--- src/rtl/moving_average_sequencer.sv ---
// Sequencer in front of the moving-average filter: decimates the sample stream, strobes the
// filter, hides warm-up results and presents averages on a valid/ready port.
module moving_average_sequencer #(
  parameter int unsigned DATA_IN_LEN  = 10,
  parameter int unsigned FILTER_POWER = 2,
  parameter int unsigned TIMEOUT_CYC  = 16,
  parameter int unsigned DROP_W       = 8
) (
  input  logic                   clk,
  input  logic                   reset_n,
  input  logic                   enable,
  input  logic [3:0]             decim,
  input  logic                   smp_valid,
  input  logic [DATA_IN_LEN-1:0] smp_data,
  output logic [DATA_IN_LEN-1:0] filt_data,
  output logic                   filt_strobe,
  input  logic                   filt_done,
  input  logic [DATA_IN_LEN-1:0] filt_result,
  output logic                   res_valid,
  output logic [DATA_IN_LEN-1:0] res_data,
  input  logic                   res_ready,
  output logic [DROP_W-1:0]      drop_cnt,
  output logic                   timeout_err,
  output logic                   busy
);

  localparam int unsigned WarmCnt = 2 ** FILTER_POWER;
  localparam int unsigned WarmW   = $clog2(WarmCnt + 1);
  localparam int unsigned ToW     = $clog2(TIMEOUT_CYC + 1);

  typedef enum logic [2:0] {
    StIdle,
    StIssue,
    StWaitDone,
    StCapture,
    StPresent
  } state_e;

  state_e                 state_q, state_d;
  logic [DATA_IN_LEN-1:0] filt_data_q, filt_data_d;
  logic                   filt_strobe_q, filt_strobe_d;
  logic                   res_valid_q, res_valid_d;
  logic [DATA_IN_LEN-1:0] res_data_q, res_data_d;
  logic [DROP_W-1:0]      drop_q, drop_d;
  logic                   timeout_err_q, timeout_err_d;
  logic                   busy_q, busy_d;
  logic [3:0]             decim_cnt_q, decim_cnt_d;
  logic [WarmW-1:0]       warm_q, warm_d;
  logic [ToW-1:0]         to_q, to_d;

  always_comb begin
    state_d       = state_q;
    filt_data_d   = filt_data_q;
    filt_strobe_d = 1'b0;
    res_valid_d   = res_valid_q;
    res_data_d    = res_data_q;
    drop_d        = drop_q;
    timeout_err_d = timeout_err_q;
    decim_cnt_d   = decim_cnt_q;
    warm_d        = warm_q;
    to_d          = to_q;

    unique case (state_q)
      StIdle: begin
        if (!enable) begin
          decim_cnt_d = '0;
        end else if (smp_valid) begin
          if (decim_cnt_q == '0) begin
            filt_data_d   = smp_data;
            decim_cnt_d   = decim;
            filt_strobe_d = 1'b1;
            state_d       = StIssue;
          end else begin
            decim_cnt_d = decim_cnt_q - 4'd1;
          end
        end
      end
      StIssue: begin
        to_d    = '0;
        state_d = StWaitDone;
      end
      StWaitDone: begin
        // filt_data is left untouched here; the filter re-samples it with done.
        if (filt_done) begin
          state_d = StCapture;
        end else begin
          to_d = to_q + ToW'(1);
          if (to_d == ToW'(TIMEOUT_CYC)) begin
            timeout_err_d = 1'b1;
            state_d       = StIdle;
          end
        end
      end
      StCapture: begin
        if (warm_q < WarmW'(WarmCnt)) begin
          warm_d  = warm_q + WarmW'(1);
          state_d = StIdle;
        end else begin
          res_data_d  = filt_result;
          res_valid_d = 1'b1;
          state_d     = StPresent;
        end
      end
      StPresent: begin
        if (res_ready) begin
          res_valid_d = 1'b0;
          state_d     = StIdle;
        end
      end
      default: state_d = StIdle;
    endcase

    // Samples are only accepted in idle; anything else offered while enabled is lost.
    if (enable && smp_valid && (state_q != StIdle) && (drop_q != '1)) begin
      drop_d = drop_q + DROP_W'(1);
    end

    busy_d = (state_d != StIdle);
  end

  always_ff @(posedge clk) begin
    if (!reset_n) begin
      state_q       <= StIdle;
      filt_data_q   <= '0;
      filt_strobe_q <= 1'b0;
      res_valid_q   <= 1'b0;
      res_data_q    <= '0;
      drop_q        <= '0;
      timeout_err_q <= 1'b0;
      busy_q        <= 1'b0;
      decim_cnt_q   <= '0;
      warm_q        <= '0;
      to_q          <= '0;
    end else begin
      state_q       <= state_d;
      filt_data_q   <= filt_data_d;
      filt_strobe_q <= filt_strobe_d;
      res_valid_q   <= res_valid_d;
      res_data_q    <= res_data_d;
      drop_q        <= drop_d;
      timeout_err_q <= timeout_err_d;
      busy_q        <= busy_d;
      decim_cnt_q   <= decim_cnt_d;
      warm_q        <= warm_d;
      to_q          <= to_d;
    end
  end

  assign filt_data   = filt_data_q;
  assign filt_strobe = filt_strobe_q;
  assign res_valid   = res_valid_q;
  assign res_data    = res_data_q;
  assign drop_cnt    = drop_q;
  assign timeout_err = timeout_err_q;
  assign busy        = busy_q;

endmodule

--- config.mk ---
export PLATFORM = sky130hd
export DESIGN_NAME = moving_average_sequencer
export DESIGN_NICKNAME = d
export VERILOG_FILES = /design/src/rtl/moving_average_sequencer.sv
export SDC_FILE = /design/constraint.sdc
export NUM_CORES = 1
export LEC_CHECK = 0
export CAP_MARGIN = 20
export CORE_UTILIZATION = 35
export CTS_CLUSTER_SIZE = 10
export DETAILED_ROUTE_END_ITERATION = 8
export HOLD_SLACK_MARGIN = 0.08
export RECOVER_POWER = 50
export SLEW_MARGIN = 20
export SYNTH_ARGS = -nofsm -noshare
export SYNTH_HDL_FRONTEND = slang
export SYNTH_SLANG_ARGS = --single-unit
--- constraint.sdc ---
create_clock -name clk -period 3.8 [get_ports clk]
set_clock_uncertainty 0.15 [all_clocks]
set_input_delay 0.57 -clock clk [delete_from_list [all_inputs] [get_ports clk]]
set_output_delay 0.57 -clock clk [all_outputs]
set_load 0.01 [all_outputs]
* Word level (Yosys, flattened, before mapping)
Cells that the tools add are included.
** Storage, ports and cells
- Bits of input ports :: 30
- Latch bits :: 0
- Memories kept :: 0
- Memory bits (writable) :: 0
- Flip-flop bits (word level) :: 47
- Bits in read-only memories :: 0
- Word-level logic and storage cells :: 62
** Operators by class
- Magnitude comparators :: 1
- Divide/modulo/power cells :: 0
- Mux-type cells :: 17
- Equal/unequal tests :: 10
- Shifts and indexed selects :: 0
- Bitwise operators :: 2
- Add/subtract/negate cells :: 4
- Reductions and logical operators :: 17
- $mul :: 0
** Operator list (number)
- 2-to-1 mux 3 bit :: 7
- one-hot mux 3 bit (5 select lines) :: 1
- 2-to-1 mux 4 bit :: 3
- one-hot mux 5 bit (2 select lines) :: 1
- adder 8 x 1 -> 8 bit (second input constant) :: 1
- inequality test 8 bit (second input constant) :: 1
- AND reduction 2 bit :: 4
- AND reduction 4 bit :: 2
- == test 3 x 2 -> 1 bit (second input constant) :: 2
- inequality test 2 bit (second input constant) :: 3
- AND reduction 3 bit :: 2
- nonzero test 3 bit :: 2
- adder 5 x 1 -> 5 bit (second input constant) :: 1
- == test 5 bit (second input constant) :: 1
- 2-to-1 mux 5 bit :: 1
- zero test 4 bit :: 1
- nonzero test 2 bit :: 2
- subtractor 4 x 1 -> 4 bit (second input constant) :: 1
- adder 3 x 1 -> 3 bit (second input constant) :: 1
- == test 3 x 1 -> 1 bit (second input constant) :: 1
- == test 3 bit (second input constant) :: 1
- logical AND 1 bit :: 3
- zero test 3 bit :: 1
- less-than comparator 3 bit (second input constant) :: 1
- 4 further kinds :: 7

* Logic depth before layout (Yosys ltp)
Gate-level depths: netlist of run 1.
- Word-level depth :: 6
- Depth in mapped cells :: 8

* Worst setup path after synthesis of run 1
OpenSTA, ideal clock, no wires.
- Path type :: flip-flop to flip-flop
- From :: reg decim_cnt_q[0]
- To :: reg filt_data_q[0], in the netlist filt_data[0]
- Setup slack :: 1819 ps
- Setup time :: 128 ps
- Data required time :: 3522 ps
- Cell stages (with the launch flop) :: 9
- Arrival time :: 1704 ps
- Cells stage by stage :: dfxtp_1 -> inv_1 -> ha_1 -> or3b_4 -> or3_1 -> buf_2 -> buf_6 -> mux2i_1 -> nor2_1
** Between the ends
- Word-level cells in the longest chain between the ends :: 2
** RTL lines
- start, declared :: RTL line 47 : logic [3:0] decim_cnt_q, decim_cnt_d;
- start signal, assigned :: RTL line 143 : decim_cnt_q <= decim_cnt_d;
- zero test 4 bit :: RTL line 68 : if (decim_cnt_q == '0) begin
- AND reduction 4 bit (no source line)
- end signal, assigned :: RTL line 136 : filt_data_q <= filt_data_d;
- end, declared :: RTL line 40 : logic [DATA_IN_LEN-1:0] filt_data_q, filt_data_d;
No other way between the ends.
A chain may end at the register's enable or synchronous reset.

* Worst setup path in the final report of run 1
- From :: reg decim_cnt_q[0]
- To :: reg busy_q, in the netlist busy
** Between the ends
- Word-level cells in the longest chain between the ends :: 6
** RTL lines
- zero test 4 bit :: RTL line 68
- 2-to-1 mux 3 bit :: RTL line 68
- 2-to-1 mux 3 bit :: RTL line 67 : end else if (smp_valid) begin
- 2-to-1 mux 3 bit :: RTL line 65 : if (!enable) begin
- one-hot mux 3 bit (5 select lines) :: RTL line 63 : unique case (state_q)
- nonzero test 3 bit :: RTL line 118 : busy_d = (state_d != StIdle);
- end signal, assigned :: RTL line 142 : busy_q <= busy_d;
- end, declared :: RTL line 46 : logic busy_q, busy_d;
No other way between the ends.

==> results.md, run 1 <==
* Run status: complete, no violations
* Pint at 725 uW
* Aggregate routed wire length at 4700 um
* Vias in the first global route at 1743
* Final hold vios at 0
* Final period util at 60.7%
* # rows at 27
* Data required time at the worst endpoint at 3.88 ns
* Combinational fraction of design power at 13.1%
* P&R area growth vs syn at 35.9%
* Top cell type's share of synthesized area at 45.4%
* Clock Tree Root: clkbuf_8
* Worst slew margin at 22.0%
* YS warnings at 0
* GRT Overall Usage at 16.1%
* Num CTS Buffers at 5
* Detailed Route Iter0 Violations at 62
* Max cap viols at 0
* CTS tree: yes
* Top post-synthesis cells by area: dfxtp_1 45%, mux2i_1 7.2%, nand2_1 6.7%
* Initial antenna violation count at 0
* Hold Crit Class: flip-flop to flip-flop
* Buffers on Ports at 61
* Worst slew pin tran at 1.17 ns
* Achievable Freq at 434 MHz
* Post-synthesis mux area share at 7.79%
* GR Layer Usage met2 at 25.4%
* Max-slew violations at 0
* Post-synthesis cell count at 238
* Non-filler instance count after layout at 369
* Residual DRC at 0
* Pleak at 0.00113 uW
* Post-CTS Hold Fix Bufs at 0
* Die area at 6230 um^2
* Dpl hpwl at 3270 um
* CTS clk-pin slew, worst paths at 0.09 ns
* Pin count of the biggest net entering global routing at 38
* CP Cell Sequence: inv_1, ha_1, or3b_4, or3_1, a21boi_1, a41oi_2
* IO Count at 62
* Distinct cell type count after synthesis at 48
* Crit path time final at 2.31 ns
* Pwr per Cell Area at 343 nW/um^2
* Delay-heaviest family, CP: simple AND/OR/NAND/NOR gates
* Reg power frac at 53.6%
* Filler cells at 542
* Critical path's slowest cell: or3_1
* Net Sw Frac at 25.0%
* Vias at 1846
* Vias per inst at 5.00
* First-pass DRT Iterations at 4
* Nets at 331
* Cell taking the most area after synthesis: dfxtp_1
* Xor/xnor cell area share of the yosys netlist at 2.54%
* CTS sink cnt at 47
* Postcts setup bufs at 0
* Inst Count DP at 361
* Die Wd at 78.9 um
* Core area at 5610 um^2
* Clk_lat worst skew at 0.30 ns
* Adder-Cell Fraction of Synth Area at 3.02%
* Startpoint types: flip-flop
* First-pass GRT wire length at 7920 um
* Register area share after synthesis at 45.4%
* Async SR Flop Fraction at 0%
* Switching Power at 241 uW
* Synth Area in Compound Gates at 15.8%
* CP arrival at 2.38 ns
* Main synth FF type: dfxtp_1
* Post-synth EDFFs at 0
* Global routing's busiest layer: met2
* H-tree depth at 2
* Wire per inst at 12.7 um
* Gr ovfl total at 0
* Synthesized Nets at 273
* Delay of the slowest critical-path stage at 0.60 ns
* Synth Area in Simple Gates at 22.0%
* Met3 Usage GRT at 4.94%
* Worst-path maximum fanout at 12
* DRT antenna net count at 0
* Largest family of logic cells by synthesized area: simple AND/OR/NAND/NOR gates
* Setup tns final at 0 ns
* # diodes at 0
* Crit. End Element: flip-flop
* Post-CTS resize count at 0
* Starting density of the core at 36.9%
* Peak supply drop at 0.000178 V
* Final GP Congestion at 0.796
* DIE HEIGHT at 78.9 um
* Post-Syn Area at 2070 um^2
* Kind of critical path: flip-flop to flip-flop
* Buf+Inv Stages, Crit Path at 1
* FF+latch count, synth at 47
* Share of cells above drive strength 1 at 3.37%
* Clk network pwr share at 33.3%
* Clock Tree Buf Depth at 2
* GR Util met1 at 21.1%
* Unrepaired setup endpoints after global routing: false
* Mean Syn Cell Area at 8.71 um^2
* Count of final setup violators at 0
## cell families after synthesis
| group | count (synthesis) |
|---|---|
| DFF | 47 |
| muxes | 16 |
| and+or+nand+nor | 97 |
| buffers and inverters | 16 |
| adders and majority gates | 5 |
| AOI/OAI and AO/OA | 51 |
| xor gates and xnor gates | 6 |
## registers in the layout (all words and copies together), names as in the netlist, 3 cells and up
signal	count
decim_cnt_q	4
drop_cnt	8
filt_data	10
res_data	10
state_q	3
to_q	5
warm_q	3
## tightest hold or removal path, cell delays in order, from the launching register on
cell	delay [ns]
dfxtp_1	0.31
nand2_1	0.05
a21oi_1	0.05
## layout make-up
type                       count  area [um^2]  area share [%]
timing repair buffer          61          611            21.7
sequential                    47          941            33.4
tap                           72         90.1            3.20
clock buffer                   7         86.3            3.07
multi-input combinational    175         1060            37.5
clock inverter                 1         8.76           0.311
inverter                       6         22.5           0.800
## placed cells by master (no fill, tap or decap), types with 3 or more instances in the layout
| cell | Yosys | final |
|---|---|---|
| o21ai_0 | 6 | 6 |
| clkbuf_8 | 0 | 6 |
| nor3_1 | 3 | 3 |
| dfxtp_1 | 47 | 47 |
| inv_1 | 5 | 6 |
| a21oi_1 | 22 | 23 |
| nor2_1 | 28 | 28 |
| clkdlybuf4s50_1 | 0 | 42 |
| dlygate4sd3_1 | 0 | 19 |
| o211ai_1 | 4 | 4 |
| nand3_1 | 7 | 7 |
| xor2_1 | 4 | 4 |
| mux2i_1 | 15 | 15 |
| ha_1 | 5 | 5 |
| or3_1 | 3 | 3 |
| nand2_1 | 37 | 37 |
## power groups by stage
stage,Sequential [uW],Combinational [uW],Clock (uW)
after floorplan,529,70.3,0
after global placement,531,130,0
after detailed placement,530,130,0
after CTS,519,131,330
after global routing,521,140,352
final,518,127,322
## final timing paths
check                                     from          end  slack [ns]  depth (start not counted)
worst max-delay path            decim_cnt_q[0]         busy        1.49                          6
worst min-delay path               res_data[6]  res_data[6]        0.30                          2
worst max register to register  decim_cnt_q[0]         busy        1.49                          6
worst min register to register     res_data[6]  res_data[6]        0.30                          2
## synth_stat cells, types with 3 or more instances
master / count
a21oi_1: 22
buf_2: 3
clkbuf_1: 6
dfxtp_1: 47
ha_1: 5
inv_1: 5
mux2i_1: 15
nand2_1: 37
nand3_1: 7
nor2_1: 28
nor3_1: 3
o211ai_1: 4
o21ai_0: 6
or3_1: 3
xor2_1: 4
## routing by layer
metal | part of all wire, % | routed length, um
met1 | 48 | 2280
met2 | 44 | 2070
met3 | 6.3 | 298
met4 | 1.2 | 55
met5 | 0 | 0
## stage by stage
stage	hold WS (ns)	setup WS [ns]	area (um^2)	total power (uW)	utilization [%]
CTS	0.308	1.47	2820	980	50.3
global placement	0.291	1.26	2720	660	48.6
floorplan	0.304	1.82	2070	599	-
global route	0.334	1.35	2820	1010	50.2
finish	0.302	1.49	2820	966	50.2
detailed placement	0.295	1.24	2720	660	48.6
(Power assumes the default switching activity.)
==> run 2, diff against run 1 <==
==> constraint.sdc (replaced) <==
create_clock -name clk -period 2.1 [get_ports clk]
set_clock_uncertainty 0.15 [all_clocks]
set_input_delay 0.315 -clock clk [delete_from_list [all_inputs] [get_ports clk]]
set_output_delay 0.315 -clock clk [all_outputs]
set_load 0.01 [all_outputs]
==> run 2 against run 1 <==
Worst hold slack hardly changed. Critical path type unchanged. Sequential share of layout area is 1.5 points lower. Final cell count is 2.7% higher. Core utilization is 2.3 points higher. Wire length is 0.45% lower. Clock power is 120% higher. Fmax is 17% higher. Critical endpoint is now filt_data[4]. Global-route usage is 0.91 points lower. Non-clock buffer count is 10 higher. Largest power group unchanged. Register-to-register slack worse by 1.4 ns. Cell area is 4.7% higher.
==> results.md, run 2 (synthesis results as in run 1) <==
* Kind of critical path: flip-flop to flip-flop (unchanged)
* Pint at 1460 uW (was 725 uW)
* Dpl hpwl at 3340 um (was 3270 um)
* Final period util at 93.9% (was 60.7%)
* Vias at 1870 (was 1846)
* CP Cell Sequence: inv_1, ha_1, or3b_4, or3_4, buf_12, mux2i_1, nor2_1 (was inv_1, ha_1, or3b_4, or3_1, a21boi_1, a41oi_2)
* Achievable Freq at 507 MHz (was 434 MHz)
* Pwr per Cell Area at 646 nW/um^2 (was 343 nW/um^2)
* Share of cells above drive strength 1 at 7.17% (was 3.37%)
* Max cap viols at 0 (unchanged)
* GR Util met1 at 20.1% (was 21.1%)
* Num CTS Buffers at 5 (unchanged)
* DIE HEIGHT at 78.9 um (unchanged)
* Critical path's slowest cell: or3b_4 (was or3_1)
* Postcts setup bufs at 0 (unchanged)
* Vias in the first global route at 1720 (was 1743)
* GR Layer Usage met2 at 23.7% (was 25.4%)
* First-pass GRT wire length at 7500 um (was 7920 um)
* Starting density of the core at 36.9% (unchanged)
* Clk network pwr share at 37.2% (was 33.3%)
* Crit. End Element: flip-flop (unchanged)
* Final GP Congestion at 0.781 (was 0.796)
* Crit path time final at 1.97 ns (was 2.31 ns)
* Worst slew pin tran at 0.508 ns (was 1.17 ns)
* Nets at 341 (was 331)
* Switching Power at 447 uW (was 241 uW)
* # diodes at 0 (unchanged)
* Post-CTS resize count at 0 (unchanged)
* Run status: complete, no violations (unchanged)
* Initial antenna violation count at 0 (unchanged)
* Die Wd at 78.9 um (unchanged)
* Pin count of the biggest net entering global routing at 35 (was 38)
* Delay-heaviest family, CP: simple AND/OR/NAND/NOR gates (unchanged)
* Post-DP Area at 2820 um^2 (was 2720 um^2)
* Aggregate routed wire length at 4680 um (was 4700 um)
* Filler cells at 548 (was 542)
* Post-CTS Hold Fix Bufs at 0 (unchanged)
* Detailed Route Iter0 Violations at 42 (was 62)
* Max-slew violations at 0 (unchanged)
* GRT Overall Usage at 15.2% (was 16.1%)
* Setup tns final at 0 ns (unchanged)
* Worst slew margin at 65.6% (was 22.0%)
* Clock Tree Root: clkbuf_8 (unchanged)
* P&R area growth vs syn at 42.2% (was 35.9%)
* Reg power frac at 48.9% (was 53.6%)
* DRT antenna net count at 0 (unchanged)
* Clk_lat worst skew at 0.30 ns (about the same)
* Die area at 6230 um^2 (unchanged)
* CP arrival at 2.02 ns (was 2.38 ns)
* Unrepaired setup endpoints after global routing: false (unchanged)
* Final hold slack at 0.302 ns (about the same)
* Worst-path maximum fanout at 11 (was 12)
* CTS clk-pin slew, worst paths at 0.09 ns (about the same)
* Final hold vios at 0 (unchanged)
* Peak supply drop at 0.000343 V (was 0.000178 V)
* Design Area, Final at 2950 um^2 (was 2820 um^2)
* Combinational fraction of design power at 13.9% (was 13.1%)
* Buf+Inv Stages, Crit Path at 2 (was 1)
* Met3 Usage GRT at 4.14% (was 4.94%)
* CTS tree: yes (unchanged)
* Data required time at the worst endpoint at 2.15 ns (was 3.88 ns)
* Clock Tree Buf Depth at 2 (unchanged)
* CTS sink cnt at 47 (unchanged)
* Hold Crit Class: flip-flop to flip-flop (unchanged)
* Net Sw Frac at 23.5% (was 25.0%)
* First-pass DRT Iterations at 4 (unchanged)
* Pleak at 0.00122 uW (was 0.00113 uW)
* Most frequent cells in the layout: 47 x dfxtp_1, 39 x clkdlybuf4s50_1, 37 x nand2_1, 28 x nor2_1 (was 47 x dfxtp_1, 42 x clkdlybuf4s50_1, 37 x nand2_1, 28 x nor2_1, 23 x a21oi_1)
* Commonest non-fill, non-tap cell in the layout: dfxtp_1 (unchanged)
* Global routing's busiest layer: met2 (unchanged)
* Vias per inst at 4.93 (was 5.00)
* Count of final setup violators at 0 (unchanged)
* H-tree depth at 2 (unchanged)
* Wire per inst at 12.3 um (was 12.7 um)
* Buffers on Ports at 61 (unchanged)
* Delay of the slowest critical-path stage at 0.41 ns (was 0.60 ns)
* # rows at 27 (unchanged)
* Core area at 5610 um^2 (unchanged)
* Gr ovfl total at 0 (unchanged)
* Startpoint types: flip-flop (unchanged)
* IO Count at 62 (unchanged)
* Residual DRC at 0 (unchanged)
run 2: changes by cell type in the layout (fill, tap and decap cells not counted), moves of 2 or more:
cell,change
clkdlybuf4s50_1,-3
buf_12,+2
buf_4,+7
dlygate4sd3_1,+3
run 2: final cells by class:
type,instances,area (um^2),share of cell area (%)
multi-input cells,175,1060,36.1
flip-flops and latches,47,941,31.9
repair buffers,71,707,24.0
clock inverters,2,38.8,1.32
inverters,6,22.5,0.764
clock buffers,6,82.6,2.80
well taps,72,90.1,3.06
run 2: metal layers:
| metal | share of wire, % | up-vias |
|---|---|---|
| met2 | 43 | 43 |
| met4 | 0.79 | 0 |
| met1 | 50 | 850 |
| met5 | 0 | - |
| met3 | 5.4 | 4 |
| li1 | - | 973 |
run 2: worst paths after layout:
check	startpoint	endpoint	slack (ns)	cells past startpoint
min reg2reg	res_data[2]	res_data[2]	0.30	2
max reg2reg	decim_cnt_q[1]	filt_data[4]	0.13	7
min	res_data[2]	res_data[2]	0.30	2
max	decim_cnt_q[1]	filt_data[4]	0.13	7
run 2: tightest hold or removal path, cell delays in order, from the launching register on:
cell	delay (ns)
dfxtp_1	0.31
nand2_1	0.05
a21oi_1	0.05
run 2: per-stage QoR:
step / instances / utilization, % / setup slack [ns] / power [uW]
after detailed placement: 371 / 50.4 / 0.0828 / 1220
after global routing: 379 / 52.5 / 0.00411 / 1990
after global placement: 371 / 50.4 / 0.102 / 1220
final: 379 / 52.5 / 0.127 / 1900
after floorplan: 238 / - / 0.119 / 1080
after CTS: 379 / 52.5 / 0.0679 / 1930
run 2: power groups by stage:
| stage | combinational (uW) | clock, uW | sequential (uW) |
|---|---|---|---|
| final | 265 | 707 | 931 |
| after global routing | 288 | 764 | 934 |
| after CTS | 271 | 730 | 931 |
| after detailed placement | 269 | 0 | 951 |
| after global placement | 267 | 0 | 952 |
| after floorplan | 127 | 0 | 958 |
==> run 3, diff against run 2 <==
--- a/config.mk
+++ b/config.mk
@@ -10,6 +10,7 @@
 export CTS_CLUSTER_SIZE = 10
 export DETAILED_ROUTE_END_ITERATION = 8
 export HOLD_SLACK_MARGIN = 0.08
+export MAX_ROUTING_LAYER = met4
 export RECOVER_POWER = 50
 export SLEW_MARGIN = 20
 export SYNTH_ARGS = -nofsm -noshare
==> run 3 against run 2 <==
Cell area is the same. Die area is the same. First-iteration DRC count grew 2.4%. Critical path type unchanged.
==> results.md, run 3 (synthesis results as in run 1) <==
* Run status: complete, no violations (unchanged)
* Worst slew margin at 66.7% (was 65.6%)
* Most frequent cells in the layout: 47 x dfxtp_1, 39 x clkdlybuf4s50_1, 37 x nand2_1, 28 x nor2_1 (unchanged)
* Wire per inst at 12.3 um (about the same)
* Worst hold start: res_data[2] (unchanged)
* Core area at 5610 um^2 (unchanged)
* CTS sink cnt at 47 (unchanged)
* Worst Hold Depth at 2 (unchanged)
* Initial antenna violation count at 0 (unchanged)
* Crit. End Element: flip-flop (unchanged)
* Filler cells at 548 (unchanged)
* Nets at 341 (unchanged)
* Final period util at 93.9% (about the same)
* Max cap viols at 0 (unchanged)
* Startpoint types: flip-flop (unchanged)
* Commonest non-fill, non-tap cell in the layout: dfxtp_1 (unchanged)
* Max-slew violations at 0 (unchanged)
* Pwr per Cell Area at 646 nW/um^2 (about the same)
* Reg power frac at 48.9% (about the same)
* R2R setup slack at 0.13 ns (about the same)
* Clock Tree Buf Depth at 2 (unchanged)
* Residual DRC at 0 (unchanged)
* Count of final setup violators at 0 (unchanged)
* Unrepaired setup endpoints after global routing: false (unchanged)
* DRT antenna net count at 0 (unchanged)
* Clk_lat worst skew at 0.30 ns (about the same)
* IO Count at 62 (unchanged)
* Vias in the first global route at 1720 (unchanged)
* Achievable Freq at 507 MHz (about the same)
* Vias per inst at 4.93 (about the same)
* Combinational fraction of design power at 13.9% (about the same)
* CTS clk-pin slew, worst paths at 0.09 ns (about the same)
* First-pass GRT wire length at 7500 um (unchanged)
* Detailed Route Iter0 Violations at 43 (was 42)
* DIE HEIGHT at 78.9 um (unchanged)
* Crit path time final at 1.97 ns (about the same)
* Net Sw Frac at 23.5% (about the same)
* Worst reg-to-reg path cell count at 7 (unchanged)
* Share of cells above drive strength 1 at 7.17% (unchanged)
* Switching Power at 447 uW (about the same)
* Hold Crit Class: flip-flop to flip-flop (unchanged)
* Data required time at the worst endpoint at 2.15 ns (about the same)
* Gr ovfl total at 0 (unchanged)
* Num CTS Buffers at 5 (unchanged)
* Kind of critical path: flip-flop to flip-flop (unchanged)
* Aggregate routed wire length at 4680 um (about the same)
* H-tree depth at 2 (unchanged)
* Reg2reg end: filt_data[4] (unchanged)
* Worst setup margin at 0.127 ns (about the same)
* Pleak at 0.00122 uW (unchanged)
* Peak supply drop at 0.000343 V (about the same)
* Setup tns final at 0 ns (unchanged)
* Starting density of the core at 36.9% (unchanged)
* Final hold vios at 0 (unchanged)
* CP arrival at 2.02 ns (about the same)
* Post-CTS Hold Fix Bufs at 0 (unchanged)
* Clock Tree Root: clkbuf_8 (unchanged)
* Buffers on Ports at 61 (unchanged)
* Clk network pwr share at 37.2% (about the same)
* # rows at 27 (unchanged)
* Pin count of the biggest net entering global routing at 35 (unchanged)
* # diodes at 0 (unchanged)
* Reg-to-reg startpoint: decim_cnt_q[1] (unchanged)
* First-pass DRT Iterations at 4 (unchanged)
* Vias at 1867 (was 1870)
* GRT Overall Usage at 15.6% (was 15.2%)
* Worst slack, placed at 0.0828 ns (unchanged)
* Die area at 6230 um^2 (unchanged)
* Register area at 941 um^2 (unchanged)
* Worst Hold Path EP: res_data[2] (unchanged)
* CTS tree: yes (unchanged)
* Multi-input gate area at 1060 um^2 (unchanged)
* Dpl hpwl at 3340 um (unchanged)
* Die Wd at 78.9 um (unchanged)
* Worst-path maximum fanout at 11 (unchanged)
* P&R area growth vs syn at 42.2% (unchanged)
* Worst slew pin tran at 0.492 ns (was 0.508 ns)
* Pint at 1460 uW (about the same)
* Final GP Congestion at 0.792 (was 0.781)
==> run 3: layer usage <==
metal	vias up	track usage, %	wire length (um)
li1	974	-	-
met1	846	20.3	2380
met2	43	23.7	2010
met3	4	3.91	243
met4	0	5.45	37
met5	-	-	0
==> run 3: how the worst max path moves through the flow <==
| stage | from | end | slack, ns | depth (start not counted) |
|---|---|---|---|---|
| 3_3_place_gp | smp_valid | filt_data[0] | 0.10 | 6 |
| 3_5_place_dp | smp_valid | filt_data[3] | 0.08 | 6 |
| 6_report | decim_cnt_q[1] | filt_data[4] | 0.13 | 7 |
| 2_1_floorplan | decim_cnt_q[0] | filt_data[0] | 0.12 | 8 |
| 5_1_grt | decim_cnt_q[1] | filt_data[4] | 0.004 | 7 |
| 4_1_cts | decim_cnt_q[1] | filt_data[4] | 0.07 | 7 |
==> run 3: layout make-up <==
| cell class | instances | share of cell area, % |
|---|---|---|
| Clock buffer | 6 | 2.80 |
| Inverter | 6 | 0.764 |
| Multi-Input combinational cell | 175 | 36.1 |
| Sequential cell | 47 | 31.9 |
| Clock inverter | 2 | 1.32 |
| Timing Repair Buffer | 71 | 24.0 |
| Tap cell | 72 | 3.06 |
==> run 3: what timing repair did <==
item,4_1_cts,5_1_grt
gates resized for setup,0,1
setup endpoints to repair,0,10
setup buffers,0,0
==> run 3: worst max-delay path, stage by stage, from the launching register on <==
cell     delay (ns)
dfxtp_1        0.34
inv_1          0.08
ha_1           0.18
or3b_4         0.41
or3_4          0.37
buf_12         0.16
mux2i_1        0.14
nor2_1         0.05
==> run 3: power by group through the flow <==
stage               logic, uW  clock network (uW)  registers [uW]
CTS                       271                 730             931
finish                    265                 707             931
global placement          267                   0             952
global route              288                 764             934
detailed placement        269                   0             951
floorplan                 127                   0             958
==> run 3: metrics by stage <==
| step | instance area, um^2 | power [uW] | utilization, % | hold WS [ns] | std cells |
|---|---|---|---|---|---|
| after floorplan | 2070 | 1080 | - | 0.301 | 238 |
| after global placement | 2820 | 1220 | 50.4 | 0.291 | 371 |
| after detailed placement | 2820 | 1220 | 50.4 | 0.298 | 371 |
| after CTS | 2950 | 1930 | 52.5 | 0.311 | 379 |
| after global routing | 2950 | 1990 | 52.5 | 0.323 | 379 |
| final | 2950 | 1900 | 52.5 | 0.302 | 379 |
